`config.mk`:
```
export PLATFORM = sky130hd
export DESIGN_NAME = axi_lite_mem_responder
export DESIGN_NICKNAME = d
export VERILOG_FILES = /design/src/rtl/axi_lite_mem_responder.sv
export SDC_FILE = /design/constraint.sdc
export NUM_CORES = 1
export LEC_CHECK = 0
export CORE_MARGIN = 5
export CORE_UTILIZATION = 62
export CTS_BUF_LIST = sky130_fd_sc_hd__clkbuf_4 sky130_fd_sc_hd__clkbuf_8
export CTS_CLUSTER_DIAMETER = 120
export CTS_CLUSTER_SIZE = 12
export DETAILED_ROUTE_END_ITERATION = 8
export GPL_ROUTABILITY_DRIVEN = 0
export PLACE_DENSITY = 0.82
export SLEW_MARGIN = 20
export SYNTH_ARGS = -nofsm -noshare
export SYNTH_HDL_FRONTEND = slang
export SYNTH_SLANG_ARGS = --single-unit
```
`constraint.sdc`:
```
create_clock -name clk_i -period 3.1 [get_ports clk_i]
set_input_delay 0.31 -clock clk_i [delete_from_list [all_inputs] [get_ports clk_i]]
set_output_delay 0.31 -clock clk_i [all_outputs]
set_load 0.02 [all_outputs]
```
`src/rtl/axi_lite_mem_responder.sv`:
```
// AXI4-Lite subordinate terminating requests in a small word-addressed memory.
// It has independent single-outstanding write and read paths, each with a fixed response latency.
package axi_lite_mem_responder_pkg;
    typedef struct packed { logic [31:0] addr; logic [2:0] prot; } axi_lite_ax_t;
    typedef struct packed { logic [31:0] data; logic [3:0] strb; } axi_lite_w_t;
    typedef struct packed { logic [1:0] resp; } axi_lite_b_t;
    typedef struct packed { logic [31:0] data; logic [1:0] resp; } axi_lite_r_t;
    typedef struct packed {
        axi_lite_ax_t aw; logic aw_valid;
        axi_lite_w_t  w;  logic w_valid;
        logic         b_ready;
        axi_lite_ax_t ar; logic ar_valid;
        logic         r_ready;
    } axi_lite_req_t;
    typedef struct packed {
        logic aw_ready; logic w_ready;
        axi_lite_b_t b; logic b_valid;
        logic ar_ready;
        axi_lite_r_t r; logic r_valid;
    } axi_lite_resp_t;
endpackage

module axi_lite_mem_responder
    import axi_lite_mem_responder_pkg::*;
#(
    parameter type         axi_req_t   = axi_lite_req_t,
    parameter type         axi_resp_t  = axi_lite_resp_t,
    parameter int unsigned AddrWidth   = 32,
    parameter int unsigned DataWidth   = 32,
    parameter int unsigned NumWords    = 16,
    parameter int unsigned RespLatency = 1
) (
    input  logic      clk_i,
    input  logic      rst_ni,
    input  axi_req_t  slv_req_i,
    output axi_resp_t slv_resp_o
);
    localparam int unsigned StrbWidth = DataWidth / 8;
    localparam int unsigned Off       = $clog2(StrbWidth);
    localparam int unsigned IdxWidth  = $clog2(NumWords);
    localparam logic [7:0]  Lat       = 8'(RespLatency);
    localparam logic [1:0]  RespOkay  = 2'b00;
    localparam logic [1:0]  RespSlvErr = 2'b10;

    typedef enum logic [1:0] {W_IDLE, W_WAIT, W_RESP} w_state_e;
    typedef enum logic [1:0] {R_IDLE, R_WAIT, R_RESP} r_state_e;

    w_state_e               w_state_q, w_state_d;
    r_state_e               r_state_q, r_state_d;
    logic [7:0]             w_cnt_q, w_cnt_d, r_cnt_q, r_cnt_d;
    logic                   aw_held_q, aw_held_d, w_held_q, w_held_d;
    logic [AddrWidth-1:0]   aw_addr_q, aw_addr_d;
    logic [DataWidth-1:0]   w_data_q, w_data_d;
    logic [StrbWidth-1:0]   w_strb_q, w_strb_d;
    logic [1:0]             b_resp_q, b_resp_d, r_resp_q, r_resp_d;
    logic [DataWidth-1:0]   r_data_q, r_data_d;
    logic [DataWidth-1:0]   mem_q [NumWords];

    logic                   aw_ready, w_ready, ar_ready, aw_hs, w_hs, commit;
    logic [AddrWidth-1:0]   wr_addr, rd_addr;
    logic [DataWidth-1:0]   wr_data;
    logic [StrbWidth-1:0]   wr_strb;
    logic                   unused_prot;

    function automatic logic is_oor(input logic [AddrWidth-1:0] a);
        return (a >> Off) >= AddrWidth'(NumWords);
    endfunction

    function automatic logic [IdxWidth-1:0] word_idx(input logic [AddrWidth-1:0] a);
        return a[Off +: IdxWidth];
    endfunction

    assign unused_prot = ^{slv_req_i.aw.prot, slv_req_i.ar.prot};

    // Readiness depends only on registered state, so no input reaches an output combinationally.
    assign aw_ready = (w_state_q == W_IDLE) && !aw_held_q;
    assign w_ready  = (w_state_q == W_IDLE) && !w_held_q;
    assign ar_ready = (r_state_q == R_IDLE);
    assign aw_hs    = aw_ready && slv_req_i.aw_valid;
    assign w_hs     = w_ready && slv_req_i.w_valid;
    assign commit   = (w_state_q == W_IDLE) && (aw_held_q || aw_hs) && (w_held_q || w_hs);
    assign wr_addr  = aw_held_q ? aw_addr_q : AddrWidth'(slv_req_i.aw.addr);
    assign wr_data  = w_held_q ? w_data_q : DataWidth'(slv_req_i.w.data);
    assign wr_strb  = w_held_q ? w_strb_q : StrbWidth'(slv_req_i.w.strb);
    assign rd_addr  = AddrWidth'(slv_req_i.ar.addr);

    always_comb begin
        w_state_d = w_state_q;
        w_cnt_d   = w_cnt_q;
        aw_held_d = aw_held_q;
        w_held_d  = w_held_q;
        aw_addr_d = aw_addr_q;
        w_data_d  = w_data_q;
        w_strb_d  = w_strb_q;
        b_resp_d  = b_resp_q;
        case (w_state_q)
            W_IDLE: begin
                if (commit) begin
                    aw_held_d = 1'b0;
                    w_held_d  = 1'b0;
                    b_resp_d  = is_oor(wr_addr) ? RespSlvErr : RespOkay;
                    // Skipping W_WAIT at zero latency gives b_valid the cycle after commit.
                    if (Lat == 8'd0) begin
                        w_state_d = W_RESP;
                    end else begin
                        w_state_d = W_WAIT;
                        w_cnt_d   = Lat - 8'd1;
                    end
                end else begin
                    if (aw_hs) begin
                        aw_held_d = 1'b1;
                        aw_addr_d = AddrWidth'(slv_req_i.aw.addr);
                    end
                    if (w_hs) begin
                        w_held_d = 1'b1;
                        w_data_d = DataWidth'(slv_req_i.w.data);
                        w_strb_d = StrbWidth'(slv_req_i.w.strb);
                    end
                end
            end
            W_WAIT: begin
                if (w_cnt_q == 8'd0) w_state_d = W_RESP;
                else                 w_cnt_d   = w_cnt_q - 8'd1;
            end
            W_RESP:  if (slv_req_i.b_ready) w_state_d = W_IDLE;
            default: w_state_d = W_IDLE;
        endcase
    end

    always_comb begin
        r_state_d = r_state_q;
        r_cnt_d   = r_cnt_q;
        r_data_d  = r_data_q;
        r_resp_d  = r_resp_q;
        case (r_state_q)
            R_IDLE: begin
                if (slv_req_i.ar_valid) begin
                    // Memory is sampled before this edge's write lands, so a same-cycle write is not seen.
                    r_data_d = is_oor(rd_addr) ? '0 : mem_q[word_idx(rd_addr)];
                    r_resp_d = is_oor(rd_addr) ? RespSlvErr : RespOkay;
                    if (Lat == 8'd0) begin
                        r_state_d = R_RESP;
                    end else begin
                        r_state_d = R_WAIT;
                        r_cnt_d   = Lat - 8'd1;
                    end
                end
            end
            R_WAIT: begin
                if (r_cnt_q == 8'd0) r_state_d = R_RESP;
                else                 r_cnt_d   = r_cnt_q - 8'd1;
            end
            R_RESP:  if (slv_req_i.r_ready) r_state_d = R_IDLE;
            default: r_state_d = R_IDLE;
        endcase
    end

    always_ff @(posedge clk_i or negedge rst_ni) begin
        if (!rst_ni) begin
            w_state_q <= W_IDLE;
            r_state_q <= R_IDLE;
            w_cnt_q   <= '0;
            r_cnt_q   <= '0;
            aw_held_q <= 1'b0;
            w_held_q  <= 1'b0;
            aw_addr_q <= '0;
            w_data_q  <= '0;
            w_strb_q  <= '0;
            b_resp_q  <= '0;
            r_resp_q  <= '0;
            r_data_q  <= '0;
        end else begin
            w_state_q <= w_state_d;
            r_state_q <= r_state_d;
            w_cnt_q   <= w_cnt_d;
            r_cnt_q   <= r_cnt_d;
            aw_held_q <= aw_held_d;
            w_held_q  <= w_held_d;
            aw_addr_q <= aw_addr_d;
            w_data_q  <= w_data_d;
            w_strb_q  <= w_strb_d;
            b_resp_q  <= b_resp_d;
            r_resp_q  <= r_resp_d;
            r_data_q  <= r_data_d;
        end
    end

    always_ff @(posedge clk_i or negedge rst_ni) begin
        if (!rst_ni) begin
            for (int i = 0; i < NumWords; i++) mem_q[i] <= '0;
        end else if (commit && !is_oor(wr_addr)) begin
            for (int b = 0; b < StrbWidth; b++) begin
                if (wr_strb[b]) mem_q[word_idx(wr_addr)][b*8 +: 8] <= wr_data[b*8 +: 8];
            end
        end
    end

    always_comb begin
        slv_resp_o          = '0;
        slv_resp_o.aw_ready = aw_ready;
        slv_resp_o.w_ready  = w_ready;
        slv_resp_o.ar_ready = ar_ready;
        slv_resp_o.b_valid  = (w_state_q == W_RESP);
        slv_resp_o.b.resp   = b_resp_q;
        slv_resp_o.r_valid  = (r_state_q == R_RESP);
        slv_resp_o.r.data   = r_data_q;
        slv_resp_o.r.resp   = r_resp_q;
    end
endmodule

```
Yosys cells after proc, flatten, opt, wreduce, memory -nomap -nowiden
Index checks and enable logic that the tools add are counted.
Widths: inputs -> output; s select.
Storage, ports and cells
  bits in registers: 638
  word-level logic and storage cells: 127
  output and inout port bits: 41
  bits of input ports: 113
Cells by class
  reductions and logical operators: 31
  equal/unequal tests: 12
  order comparisons: 5
  bitwise logic cells: 3
  multiplexer cells: 46
  add/subtract/negate cells: 2
Operators by type and width (count)
  $mux 512: 7
  $bwmux 512: 4
  $demux 32 s4: 4
  $mux 32: 6
  $bmux 32 s4: 1
  $ge 30x5->1 const B: 2
  $mux 8: 5
  $pmux 8 s2: 2
  $mux 24: 1
  $reduce_and 3->1: 6
  $logic_not 8->1: 2
  $mux 16: 1
  $mux 2: 8
  $ne 2x2->1 const B: 8
  $sub 8x1->8 const B: 2
  $pmux 2 s3: 2
  $ge 5x5->1 const B: 2
  $not 4->5: 2
  $logic_and 1x1->1: 8
  $reduce_and 2->1: 4
  $reduce_bool 2->1: 4
  $lt 5x1->1 const B: 1
  $eq 2x1->1 const B: 2
  $eq 2x2->1 const B: 2
  6 further kinds: 13

Logic depth before layout (Yosys ltp)
  word-level depth: 17
  gate-level depth with buffers: 8
  depth with buffers taken out: 7

Worst setup path before layout
Ideal clock, no wire load.
  path type: register to register
  start: reg aw_addr_q[17]
  end: reg mem_q[432] in the netlist's numbering
  buffers on the path: 2
  cell stages (with the launch flop): 8
  arrival: 2542 ps
  clock period less this slack: 2667 ps
  required time: 2975 ps
  setup slack: 433 ps
  setup time: 125 ps
  cell sequence: dfrtp_1 -> or4_1 -> nor4_2 -> o211ai_1 -> buf_4 -> buf_6 -> nor4_4 -> mux2_2
On the way
  word-level cells in the longest chain between the ends: 4
Ends and longest elaborated chain
  start: declaration: line 52  | logic [AddrWidth-1:0] aw_addr_q, aw_addr_d;
  start signal: assignment: line 179  | aw_addr_q <= aw_addr_d;
  $mux 32: line 82  | assign wr_addr = aw_held_q ? aw_addr_q : AddrWidth'(slv_req_i.aw.addr);
  $ge 30x5->1: line 66  | return (a >> Off) >= AddrWidth'(NumWords);
  $logic_not 1->1: line 191  | end else if (commit && !is_oor(wr_addr)) begin
  $logic_and 1x1->1: line 191
  end signal: indexed assignment: line 193  | if (wr_strb[b]) mem_q[word_idx(wr_addr)][b*8 +: 8] <= wr_data[b*8 +: 8];
  end: declaration: line 57  | logic [DataWidth-1:0] mem_q [NumWords];
Every way passes these cells.
A chain may end at the register's enable or synchronous reset.

==> run_results.csv <==
group,metric,value,unit
run_status,status,"finished clean",
detailed_routing,vias,16894,
power_and_ir_drop,power_frac_seq,53.0,%
power_and_ir_drop,peakVddDrop,0.350,mV
critical_path,cp_max_fo,25,
critical_path,cp_data_required_time,2790,ps
detailed_routing,via_per_inst,6.28,
synthesis,synthesis.instances,1845,
run,timing.max_cap.violations,0,
power_and_ir_drop,p_int,12000,µW
timing,hold_slack,209,ps
power_and_ir_drop,power_frac_clock,25.1,%
cells_and_area,layout.nets,2185,
die,fp.dieH,228,µm
timing,setup_tns,0,ps
global_routing,grt.overflow.total,0,
cells_and_area,final_util,72.0,%
synthesis,synthTopCellsByArea,"dfrtp_1, mux2_2, mux4_2",
clock_tree,cts_root_buf,"clkbuf_8",
clock_tree,path_clk_slew,80,ps
timing,finalMaxSlewViolations,0,
global_routing,antenna_found_initial,2,
synthesis,synth-edff-count,0,
global_routing,grt_pass1_vias,18778,
die,rows,80,
detailed_routing,firstDrtPassIters,5,
timing,tightest_slew,1010,ps
synthesis,synth_cell_types,53,
die,start_util,62.2,%
clock_tree,cts_made_buffers,58,
timing,period_share,94.5,%
critical_path,critPathKind,"reg -> out",
synthesis,ys_seq_area_share,53.8,%
clock_tree,post_cts.repair.setup_buffers,0,
cells_and_area,areaGrowthSynthToFinish,15.8,%
detailed_routing,drt_iter0_markers,1019,
clock_tree,clock_sinks,634,
clock_tree,clock_latency,680,ps
global_routing,track_usage,26.5,%
die,core-area,47400,µm²
power_and_ir_drop,pwr-share-comb,21.9,%
synthesis,yosysWarnings,0,
critical_path,worst_ep_arrival_time,2620,ps
global_routing,grt_pass1_wl,109000,µm
placement,hpwlAfterDp,44600,µm
synthesis,yosys.area.top_type_share,53.8,%
critical_path,end_kind,"output pin",
detailed_routing,ant_nets,0,
global_routing,grt_max_degree,108,
power_and_ir_drop,p_leak,0.0158,µW
timing,fin_ws,170,ps
synthesis,syn_area,29500,µm²
detailed_routing,drcViolationCount,0,
clock_tree,clock_path_buffers,3,
worst_hold_path,hp-class,"in -> reg",
timing,period_minus_slack,2930,ps
power_and_ir_drop,swShare,31.1,%
timing,hold_viol,0,
timing,finalSetupViolCount,0,
power_and_ir_drop,power.density,510,nW/µm²
timing,max_slew_margin,31.2,%
placement,dp_slack,84.1,ps
cells_and_area,stdcell_count,2688,
critical_path,critPathLaunchType,"flop",
clock_tree,cts_tree,"built",
placement,dp.cells,2622,
placement,io_buffers,141,
synthesis,synth.avg_cell_area,16.0,µm²
die,ioPinCount,154,
detailed_routing,wirelength,67100,µm
cells_and_area,drive_above_1_share,49.9,%
synthesis,synthArstFlopShare,100,%
synthesis,synth_seq_cells,634,
detailed_routing,wire_per_inst,25.0,µm
clock_tree,htree_levels,2,
die,die_area,52000,µm²
timing,fmax,341,MHz
die,die_w,228,µm
clock_tree,cts_resized,0,
timing,skew,42.4,ps
power_and_ir_drop,power.switching,5410,µW
synthesis,synth_flop_cell,"dfrtp_1",
synthesis,synth_top_area_cell,"dfrtp_1",
timing,rsz0062_at_grt,"false",
[power by group through the flow]
stage	sequential, µW	combinational (µW)	clock (µW)
final	9230	3800	4370
after global routing	9290	4120	4840
after CTS	9220	3810	4510
after detailed placement	9380	3790	0
after global placement	9320	3590	0
after floorplan	9260	2590	0
[state kept, by name, indices dropped and copies added, names as in the netlist, 2 cells and up]
register / count
aw_addr_q: 30
r_cnt_q: 8
r_data_q: 32
w_state_q: 2
w_strb_q: 4
r_state_q: 2
w_data_q: 32
mem_q: 512
w_cnt_q: 8
[layout make-up]
cell class              count  area, µm²
multi-input cells        1058      13100
repair buffers            271       3410
fillers                  2963      13300
well taps                 615        769
flip-flops and latches    634      15900
diodes                      2       5.00
inverters                  45        169
clock buffers              63        861
[through the flow]
step                      total power [µW]  cell area [µm²]
after CTS                            17500            34100
final                                17400            34100
after global routing                 18200            34100
after floorplan                      11900            29500
after global placement               12900            33300
after detailed placement             13200            33300
[worst max-delay path, cell delays in order (launching register included)]
cell and delay (ps):
dfrtp_2 410, buf_4 300, buf_4 300, nor3_1 250, clkdlybuf4s50_1 680
[cell usage in the layout (no fill, tap or decap), types with 6 or more instances in the layout]
cell type / n
dfrtp_1: 633
xor2_1: 9
clkbuf_8: 63
o21ai_0: 37
buf_12: 82
buf_4: 48
clkdlybuf4s50_1: 136
nor4_4: 50
mux2_1: 7
mux4_2: 160
inv_1: 45
nor3_4: 6
mux2_2: 602
nand2_1: 60
nor3_2: 9
nor3_1: 6
nor4_1: 17
nor2_1: 23
[timing repair]
action                                 in CTS  in global routing
hold buffers                                1                  0
endpoints found under the hold margin      70                  0
setup endpoints to repair                   0                  0
[final timing paths]
check	startpoint	endpoint	slack, ps	cells past startpoint
max	w_held_q$_DFFE_PN0P_	slv_resp_o[39]	170	4
min	slv_req_i[37]	w_state_q[1]$_DFFE_PN0P_	210	3
min in group asynchronous	rst_ni	aw_addr_q[24]$_DFFE_PN0P_	230	2
max reg2reg	aw_addr_q[17]$_DFFE_PN0P_	mem_q[413]$_DFFE_PN0P_	280	8
max in group asynchronous	rst_ni	mem_q[152]$_DFFE_PN0P_	1730	4
min reg2reg	r_data_q[2]$_DFFE_PN0P_	r_data_q[2]$_DFFE_PN0P_	480	2
[cells in the mapped netlist, types with 4 or more instances]
cell type,count
buf_4,6
nor3_1,6
buf_2,16
mux2_2,603
nor4_4,50
mux2_1,7
o31ai_1,4
mux4_2,160
nor3_4,6
inv_1,45
nand4_1,4
dfrtp_1,634
clkbuf_1,67
o21ai_0,37
nor2b_1,4
buf_1,19
nand3b_1,4
nor4_1,18
ha_1,4
nor2_1,23
xor2_1,9
nand2b_1,4
nor3_2,9
nand2_1,61
[metal layers]
metal,routed length [µm],vias to the layer above,GRT usage [%]
li1,-,7308,-
met1,27800,9111,35.7
met2,34900,364,45.4
met3,2760,111,4.23
met4,1670,0,7.64
met5,0,-,0
[kinds of logic (layout without fill, tap and decap cells)]
logic type	after synthesis	count (layout)	synth area share (%)
compound gates	61	61	1.32
xor+xnor	12	12	0.356
fa+ha+maj	4	4	0.170
buf+inv	154	379	2.13
flops	634	634	53.8
mux	773	773	35.6
other cells	1	4	0.0127
simple gates	206	206	6.58
Power figures use the tool's default switching activity.
